[src/rtl/bram_arb_pkg.sv]
// Shared types and default sizing for the block-RAM port arbiter.
// Also holds the round-robin pointer wrap helper used by the arbiter.
package bram_arb_pkg;

  localparam int DEF_NUM_REQ = 4;
  localparam int DEF_ADDR_W  = 10;
  localparam int DEF_DATA_W  = 16;

  typedef enum logic [0:0] {
    ST_CLEAR = 1'b0,
    ST_ARB   = 1'b1
  } arb_state_e;

  function automatic int unsigned wrap_inc(input int unsigned idx, input int unsigned n);
    if (idx + 32'd1 >= n) begin
      return 32'd0;
    end else begin
      return idx + 32'd1;
    end
  endfunction

endpackage

[src/rtl/rr_arbiter.sv]
// Round-robin arbiter: request vector plus rotating pointer gives a one-hot grant,
// the winner index and the pointer value that follows this grant.
module rr_arbiter
  import bram_arb_pkg::*;
#(
  parameter int N     = 4,
  parameter int IDX_W = (N > 1) ? $clog2(N) : 1
) (
  input  logic [N-1:0]     i_req,
  input  logic [IDX_W-1:0] i_ptr,
  output logic             o_any,
  output logic [N-1:0]     o_grant,
  output logic [IDX_W-1:0] o_idx,
  output logic [IDX_W-1:0] o_next_ptr
);

  localparam int POS_W = IDX_W + 1;

  logic [N-1:0]     w_mask;
  logic [2*N-1:0]   w_dbl;
  logic [POS_W-1:0] w_pos;

  // Low copy keeps only requesters at or past the pointer; high copy supplies the wrap-around.
  always_comb begin
    for (int i = 0; i < N; i++) begin
      w_mask[i] = (IDX_W'(i) >= i_ptr);
    end
    w_dbl = {i_req, i_req & w_mask};
  end

  // Lowest set bit of the doubled vector, scanning downward so the lowest hit wins.
  always_comb begin
    w_pos = '0;
    for (int i = 2*N-1; i >= 0; i--) begin
      w_pos = w_dbl[i] ? POS_W'(i) : w_pos;
    end
  end

  // Fold the doubled position back onto a requester index and form the grant.
  always_comb begin
    o_any = |i_req;
    if (w_pos >= POS_W'(N)) begin
      o_idx = IDX_W'(w_pos - POS_W'(N));
    end else begin
      o_idx = IDX_W'(w_pos);
    end
    if (o_any) begin
      o_grant = N'(1) << o_idx;
    end else begin
      o_grant = '0;
    end
    o_next_ptr = IDX_W'(wrap_inc(32'(o_idx), 32'(N)));
  end

endmodule

[src/rtl/bram_port_arbiter.sv]
// Shares one single-port block RAM between NUM_REQ requesters with round-robin
// arbitration, routes read data back to the issuer and zero-fills the RAM on demand.
module bram_port_arbiter
  import bram_arb_pkg::*;
#(
  parameter int NUM_REQ        = DEF_NUM_REQ,
  parameter int ADDR_W         = DEF_ADDR_W,
  parameter int DATA_W         = DEF_DATA_W,
  parameter bit CLEAR_ON_RESET = 1'b1
) (
  input  logic                      clk,
  input  logic                      rst_n,
  input  logic                      clr_req,
  output logic                      clr_busy,
  input  logic [NUM_REQ-1:0]        req_valid,
  output logic [NUM_REQ-1:0]        req_ready,
  input  logic [NUM_REQ-1:0]        req_we,
  input  logic [NUM_REQ*ADDR_W-1:0] req_addr,
  input  logic [NUM_REQ*DATA_W-1:0] req_wdata,
  output logic [NUM_REQ-1:0]        rsp_valid,
  output logic [DATA_W-1:0]         rsp_rdata,
  output logic                      ram_en,
  output logic                      ram_we,
  output logic                      ram_rst,
  output logic [ADDR_W-1:0]         ram_addr,
  output logic [DATA_W-1:0]         ram_di,
  input  logic [DATA_W-1:0]         ram_dout
);

  localparam int                IDX_W     = $clog2(NUM_REQ);
  localparam logic [ADDR_W-1:0] LAST_ADDR = '1;

  arb_state_e          r_state;
  logic [ADDR_W-1:0]   r_clr_cnt;
  logic [IDX_W-1:0]    r_rr_ptr;
  logic [NUM_REQ-1:0]  r_rsp_valid;

  logic [NUM_REQ-1:0]  w_arb_req;
  logic                w_any;
  logic [NUM_REQ-1:0]  w_grant;
  logic [IDX_W-1:0]    w_idx;
  logic [IDX_W-1:0]    w_next_ptr;
  logic                w_sel_we;
  logic [ADDR_W-1:0]   w_sel_addr;
  logic [DATA_W-1:0]   w_sel_data;

  // Requests only compete while arbitrating and out of reset.
  always_comb begin
    if (rst_n && (r_state == ST_ARB)) begin
      w_arb_req = req_valid;
    end else begin
      w_arb_req = '0;
    end
  end

  rr_arbiter #(
    .N     (NUM_REQ),
    .IDX_W (IDX_W)
  ) u_rr_arbiter (
    .i_req      (w_arb_req),
    .i_ptr      (r_rr_ptr),
    .o_any      (w_any),
    .o_grant    (w_grant),
    .o_idx      (w_idx),
    .o_next_ptr (w_next_ptr)
  );

  assign w_sel_we   = req_we[w_idx];
  assign w_sel_addr = req_addr[int'(w_idx)*ADDR_W +: ADDR_W];
  assign w_sel_data = req_wdata[int'(w_idx)*DATA_W +: DATA_W];

  assign rsp_valid = r_rsp_valid;
  assign rsp_rdata = ram_dout;

  // RAM port and handshake drive; ram_rst follows ram_we so a write never leaves dout stale.
  always_comb begin
    req_ready = '0;
    ram_en    = 1'b0;
    ram_we    = 1'b0;
    ram_rst   = 1'b0;
    ram_addr  = '0;
    ram_di    = '0;
    clr_busy  = 1'b0;
    if (!rst_n) begin
      clr_busy = 1'b0;
    end else begin
      case (r_state)
        ST_CLEAR: begin
          ram_en   = 1'b1;
          ram_we   = 1'b1;
          ram_rst  = 1'b1;
          ram_addr = r_clr_cnt;
          ram_di   = '0;
          clr_busy = 1'b1;
        end
        ST_ARB: begin
          if (w_any) begin
            req_ready = w_grant;
            ram_en    = 1'b1;
            ram_we    = w_sel_we;
            ram_rst   = w_sel_we;
            ram_addr  = w_sel_addr;
            ram_di    = w_sel_data;
          end else begin
            req_ready = '0;
          end
        end
        default: begin
          clr_busy = 1'b0;
        end
      endcase
    end
  end

  // State, clear counter, round-robin pointer and the one-cycle read-response stage.
  always_ff @(posedge clk or negedge rst_n) begin
    if (!rst_n) begin
      if (CLEAR_ON_RESET) begin
        r_state <= ST_CLEAR;
      end else begin
        r_state <= ST_ARB;
      end
      r_clr_cnt   <= '0;
      r_rr_ptr    <= '0;
      r_rsp_valid <= '0;
    end else begin
      case (r_state)
        ST_CLEAR: begin
          r_rsp_valid <= '0;
          if (r_clr_cnt == LAST_ADDR) begin
            r_state   <= ST_ARB;
            r_clr_cnt <= '0;
          end else begin
            r_clr_cnt <= r_clr_cnt + 1'b1;
          end
        end
        ST_ARB: begin
          if (clr_req) begin
            r_state <= ST_CLEAR;
          end
          if (w_any) begin
            r_rr_ptr <= w_next_ptr;
          end
          if (w_any && !w_sel_we) begin
            r_rsp_valid <= w_grant;
          end else begin
            r_rsp_valid <= '0;
          end
        end
        default: begin
          r_state     <= ST_ARB;
          r_clr_cnt   <= '0;
          r_rsp_valid <= '0;
        end
      endcase
    end
  end

endmodule

[config.mk]
export PLATFORM = sky130hd
export DESIGN_NAME = bram_port_arbiter
export DESIGN_NICKNAME = d
export VERILOG_FILES = /design/src/rtl/bram_arb_pkg.sv /design/src/rtl/rr_arbiter.sv /design/src/rtl/bram_port_arbiter.sv
export SDC_FILE = /design/constraint.sdc
export NUM_CORES = 1
export LEC_CHECK = 0
export CORE_MARGIN = 2
export CORE_UTILIZATION = 32
export DETAILED_ROUTE_END_ITERATION = 6
export PLACE_DENSITY = 0.78
export SYNTH_ARGS = -nofsm -noshare
export SYNTH_HDL_FRONTEND = slang
export SYNTH_SLANG_ARGS = --single-unit
[constraint.sdc]
create_clock -name clk -period 3.3 [get_ports clk]
set_input_delay 0.66 -clock clk [delete_from_list [all_inputs] [get_ports clk]]
set_output_delay 0.66 -clock clk [all_outputs]
set_load 0.05 [all_outputs]
Word-level counts from Yosys, hierarchy flattened
Index checks and enable logic that the tools add are counted.
{ "word_totals": {"out_inout_bits": 54, "regBits": 17, "wordCells": 63} }
{ "op_classes": {"eq_ne": 1, "n_mul": 1, "n_addsub": 3, "n_bitwise": 2, "mux": 37, "n_lt_le_gt_ge": 7, "reduce_logical": 5, "shifts": 3} }
{ "ops": {"columns": ["cell", "count"], "rows": [
  ["indexed part select 64 x 7 -> 16 bit", 1],
  ["indexed part select 40 x 7 -> 10 bit", 1],
  ["2-to-1 mux 16 bit", 2],
  ["one-hot mux 16 bit (2 select lines)", 1],
  ["2-to-1 mux 10 bit", 3],
  ["2-to-1 mux 3 bit", 8],
  ["2-to-1 mux 4 bit", 6],
  ["one-hot mux 10 bit (2 select lines)", 1],
  ["adder 10 x 1 -> 10 bit (second input constant)", 1],
  ["== test 10 bit (second input constant)", 1],
  ["2-to-1 mux 1 bit", 9],
  ["one-hot mux 4 bit (2 select lines)", 1],
  [">= comparator 3 bit (second input constant)", 2],
  ["one-hot mux 1 bit (2 select lines)", 3],
  ["multiplier 2 x 3 -> 5 bit (second input constant)", 1],
  ["AND 4 bit", 1],
  [">= comparator 1 x 2 -> 1 bit (first input constant)", 2],
  [">= comparator 2 bit (first input constant)", 2],
  ["2-to-1 mux 2 bit", 2],
  ["OR reduction 4 bit", 1],
  ["left shift 1 x 2 -> 4 bit (first input constant)", 1],
  ["adder 2 x 1 -> 3 bit (second input constant)", 1],
  ["< comparator 2 x 3 -> 1 bit (second input constant)", 1],
  ["binary-select mux 1 bit (select 2 bit)", 1],
  ["5 further kinds", 6]
]} }

Longest topological paths before layout
Gate-level depths: netlist of the first run.
{ "depth": {"word_depth": 18, "mapped_depth": 9, "ltp_nobuf": 7} }

Cells and area by module
A second synthesis of the first run with hierarchy kept.
{ "unflattened": {"hier_cells": 183, "area_unflattened_um2": 2016.9} }
{ "modules_own_cells": {"columns": ["mod", "area_per_inst_um2", "n_inst", "seq_area_each_um2", "cells_each"], "rows": [
  ["bram_port_arbiter", 1830.5, 1, 425.4, 159],
  ["rr_arbiter", 186.4, 1, 0.0, 24]
]} }

Least setup slack after synthesis of the first run
No wires, ideal clock.
{ "synth_path": {"path_kind": "in2out", "start": "in req_valid[1]", "end": "out ram_we", "t_required_ps": 2640, "arrival_time_ps": 2827, "stages": 7, "path_buffers": 1, "setup_slack_ps": -187, "cell_sequence": "o211a_1 -> a211o_4 -> nor2_8 -> inv_4 -> a32o_1 -> o21bai_1 -> buf_4"} }
{ "synth_via": {"elab_chain_cells": 14} }
{ "synth_rtl": {"columns": ["item", "line", "source"], "rows": [
  ["start: declaration", "bram_port_arbiter.sv:15", "input logic [NUM_REQ-1:0] req_valid,"],
  ["2-to-1 mux 4 bit (*)", "bram_port_arbiter.sv:49", "if (rst_n && (r_state == ST_ARB)) begin"],
  ["2-to-1 mux 3 bit (6 in series)", "rr_arbiter.sv:35", "w_pos = w_dbl[i] ? POS_W'(i) : w_pos;"],
  [">= comparator 3 bit / subtractor 2 x 1 -> 2 bit (equally long branches)", "rr_arbiter.sv:42, rr_arbiter.sv:43", null],
  ["2-to-1 mux 2 bit", "rr_arbiter.sv:42", "if (w_pos >= POS_W'(N)) begin"],
  ["binary-select mux 1 bit (select 2 bit)", "bram_port_arbiter.sv:68", "assign w_sel_we = req_we[w_idx];"],
  ["2-to-1 mux 1 bit (implied by the code)", "bram_port_arbiter.sv:68", null],
  ["2-to-1 mux 1 bit (*)", null, null],
  ["one-hot mux 1 bit (2 select lines) (*)", null, null],
  ["2-to-1 mux 1 bit (*)", null, null],
  ["end: declaration", "bram_port_arbiter.sv:23", "output logic ram_we,"]
]} }
Every way passes the cells marked *; elsewhere a longest branch is shown, timed or not. The select of a mux whose other input is x is not followed.

Worst setup path after layout of the first run
{ "layout_path": {"start": "in req_valid[2]", "end": "out ram_di[10]"} }
{ "layout_via": {"elab_chain_cells": 14} }
{ "layout_rtl": {"columns": ["item", "line", "source"], "rows": [
  ["2-to-1 mux 4 bit (*)", "bram_port_arbiter.sv:49", null],
  ["2-to-1 mux 3 bit (7 in series)", "rr_arbiter.sv:35", null],
  [">= comparator 3 bit / subtractor 2 x 1 -> 2 bit (equally long branches)", "rr_arbiter.sv:42, rr_arbiter.sv:43", null],
  ["2-to-1 mux 2 bit", "rr_arbiter.sv:42", null],
  ["indexed part select 64 x 7 -> 16 bit", "bram_port_arbiter.sv:70", "assign w_sel_data = req_wdata[int'(w_idx)*DATA_W +: DATA_W];"],
  ["2-to-1 mux 16 bit (*)", "bram_port_arbiter.sv:97", "if (w_any) begin"],
  ["one-hot mux 16 bit (2 select lines) (*)", "bram_port_arbiter.sv:87", "case (r_state)"],
  ["2-to-1 mux 16 bit (*)", "bram_port_arbiter.sv:84", "if (!rst_n) begin"],
  ["end: declaration", "bram_port_arbiter.sv:26", "output logic [DATA_W-1:0] ram_di,"]
]} }
Every way passes the cells marked *; elsewhere a longest branch is shown, timed or not.

==> flow_summary.ini, run 1 <==
[logic_synthesis]
syn_nets = 331
netlist_area_um2 = 2070
yosysWarnings = 0
synthFlopType = dfrtp_1
postSynth.asyncResetShare = 1.00
synthTopCellsByArea = dfrtp_1 (21%), mux4_2 (17%), mux2i_1 (10%)
synth_largest_area_cell = dfrtp_1
post_synth_most_frequent_cells = and2_1 (24), mux2i_1 (21), buf_4 (17), dfrtp_1 (17), mux4_2 (16)
synth_enable_flop_cells = 0
ys_types = 47
syn_avg_cell_area_um2 = 10.6
synth_seq_cells = 17
syn-instance-count = 195
synth.top_cell.area_share = 0.205
seq_area_frac_synth = 0.205
yosysMostFrequentCell = and2_1

[cells_and_area]
fin_nets = 488
fin_area_um2 = 4050
n_antenna_cell = 0
syn2layout_area_growth_pct = 95.3
nFillCells = 477
drive_gt1_frac = 0.311

[route]
wl_per_cell_um = 16.3
dr_total_vias = 2105
drc = 0
drt-vias-per-instance = 4.92
firstDrtPassIters = 4
antenna_left = 0
drt_iter0_markers = 69
wl_um = 6980

[die]
core_area_um2 = 6310
start_util = 0.328
ios = 185
dieArea_um2 = 7140
num_rows = 29
die_x_um = 84.5
die_height_um = 84.5

[sta]
hold_viol_final = 0
rsz0062_at_grt = no
setup_violations = 0
fin_crit_sh = 0.972
final_max_slew_viol_count = 0
worst_slew_pin_slew_ps = 909
relSlewSlack = 0.388
period_needed_ps = 3210
fin_skew_ps = 2.11
whs_ps = 500
fmax_mhz = 312

[min_path]
min_from = r_clr_cnt[8]
hold_class = reg -> reg

[worst_setup_path]
cp-start-kind = input pin
crit_start = req_valid[2]
r2r-start = r_state
crit_required_ps = 2640
worst-setup-path-type = in -> out
worstPathArrival_ps = 2550
worst-path-max-fanout = 5
endpoint_kind = primary output

[place]
post_dp_cell_area_um2 = 3780
gp_congestion = 0.790
hpwl_um = 5570
portBuffers = 152

[global_route]
grt_pass1_wl_um = 11200
grt_overflow_total = 0
antenna_found_initial = 0
grt_max_degree = 25
grt_usage = 0.192
first_global_vias = 2267

[clocking]
cts_sinks = 17
clk-insertion-delay-late_ps = 250
clockBufferDepth = 2
numCtsBuffers = 3
clkTransAtPathRegs_ps = 60
htreeDepth = 1
cts_tree = yes
root_buffer = clkbuf_8

[power_and_ir_drop]
cellLeakagePower_nw = 1.77
power_density_nw_per_um2 = 147
vdd_ir_drop_max_mv = 0.140

[outcome]
status = finished clean

[flow_run]
maxCapViolCount = 0
## worst max-delay path, stage by stage
cell and delay [ps]:
dlygate4sd2_1 210, a21bo_1 220, o32a_4 390, nand2_8 90
buf_8 150, mux4_2 490, and2_1 180, buf_6 150
## state kept, by name, indices dropped and copies added, names as in the netlist
register,cells
r_clr_cnt,10
r_rr_ptr,2
r_state,1
rsp_valid,4
## layout by cell type (no fill, tap or decap), drive strengths merged, types with 2 or more instances in the layout
cell type and n:
a21o 2, a21oi 2, and2 24, buf 60, clkbuf 4, clkdlybuf4s50 113
dfrtp 17, dlygate4sd2 4, ha 5, inv 5, mux2i 21, mux4 16
nand2 16, nand3 3, nand4 2, nor2 14, nor2b 2, o21ai 3
o221ai 10, xnor2 5, xor2 3
## metal layers
layer,part of all wire,GRT usage
met3,0.054,0.0413
met1,0.40,0.229
met5,0,0
met2,0.53,0.347
met4,0.017,0.0519
## power by group
| part | total, W | switching [W] | internal, W | leakage (nW) |
|---|---|---|---|---|
| clock | 0.000153 | 0.0000690 | 0.0000837 | 0.0255 |
| combinational | 0.000236 | 0.0000673 | 0.000169 | 1.52 |
| sequential | 0.000208 | 0 | 0.000208 | 0.223 |
| total | 0.000597 | 0.000136 | 0.000461 | 1.77 |
## stage by stage
step	utilization	total power, W	setup TNS [ps]	instances	worst slack [ps]
2_1_floorplan	-	0.000324	0	195	131
3_3_place_gp	0.599	0.000440	-2750	420	-133
3_5_place_dp	0.599	0.000444	-3660	420	-174
4_1_cts	0.637	0.000600	0	427	15.5
5_1_grt	0.641	0.000617	0	428	15.2
6_report	0.641	0.000597	0	428	90.9
## worst paths after layout
path / to / slack (ps) / cells after the start
max in group asynchronous: r_clr_cnt[1] / 2490 / 3
worst max register to register: rsp_valid[0] / 1080 / 10
worst min register to register: r_clr_cnt[8] / 500 / 1
min in group asynchronous: r_rr_ptr[1] / 620 / 3
worst min-delay path: r_clr_cnt[8] / 500 / 1
worst max-delay path: ram_di[10] / 90 / 8
## cells by family (layout without fill, tap and decap cells)
group / count (synthesis) / in the layout / share of synthesized area
AO/OA/AOI/OAI: 27 / 27 / 0.139
XOR/XNOR: 8 / 8 / 0.0338
buffers and inverters: 32 / 188 / 0.128
AND/OR/NAND/NOR: 68 / 68 / 0.183
multiplexers: 38 / 38 / 0.281
flip-flops: 17 / 17 / 0.205
adder cells (fa/ha/maj): 5 / 5 / 0.0302
## repair_timing
item / 4_1_cts / 5_1_grt
pin swaps: 2 / 1
setup buffers: 1 / 0
setup endpoints to repair: 29 / 17
resized for setup: 38 / 1
hold buffers: 0 / 0
cloned: 2 / 1
## layout make-up
type	instances	area, um2	area share
Timing Repair Buffer	179	2000	0.495
Multi-Input combinational cell	146	1460	0.360
Sequential cell	17	425	0.105
Tap cell	77	96.3	0.0238
Clock buffer	3	41.3	0.0102
Inverter	5	21.3	0.00525
Clock inverter	1	5.00	0.00124
No activity file was read; power rests on OpenSTA's default activity.
==> inputs of run 2 (changes only) <==
--- a/config.mk
+++ b/config.mk
@@ -7,6 +7,7 @@
 export LEC_CHECK = 0
 export CORE_MARGIN = 2
 export CORE_UTILIZATION = 32
+export CTS_CLUSTER_SIZE = 14
 export DETAILED_ROUTE_END_ITERATION = 6
 export PLACE_DENSITY = 0.78
 export SYNTH_ARGS = -nofsm -noshare
==> results of run 2 <==
Final layout, timing and power as in run 1 (identical DEF).
==> inputs of run 3 (changes only) <==
--- a/config.mk
+++ b/config.mk
@@ -5,6 +5,7 @@
 export SDC_FILE = /design/constraint.sdc
 export NUM_CORES = 1
 export LEC_CHECK = 0
+export ABC_CLOCK_PERIOD_IN_PS = 3300
 export CORE_MARGIN = 2
 export CORE_UTILIZATION = 32
 export CTS_CLUSTER_SIZE = 14
==> results of run 3 <==
Final layout, timing and power as in run 1 (identical DEF).
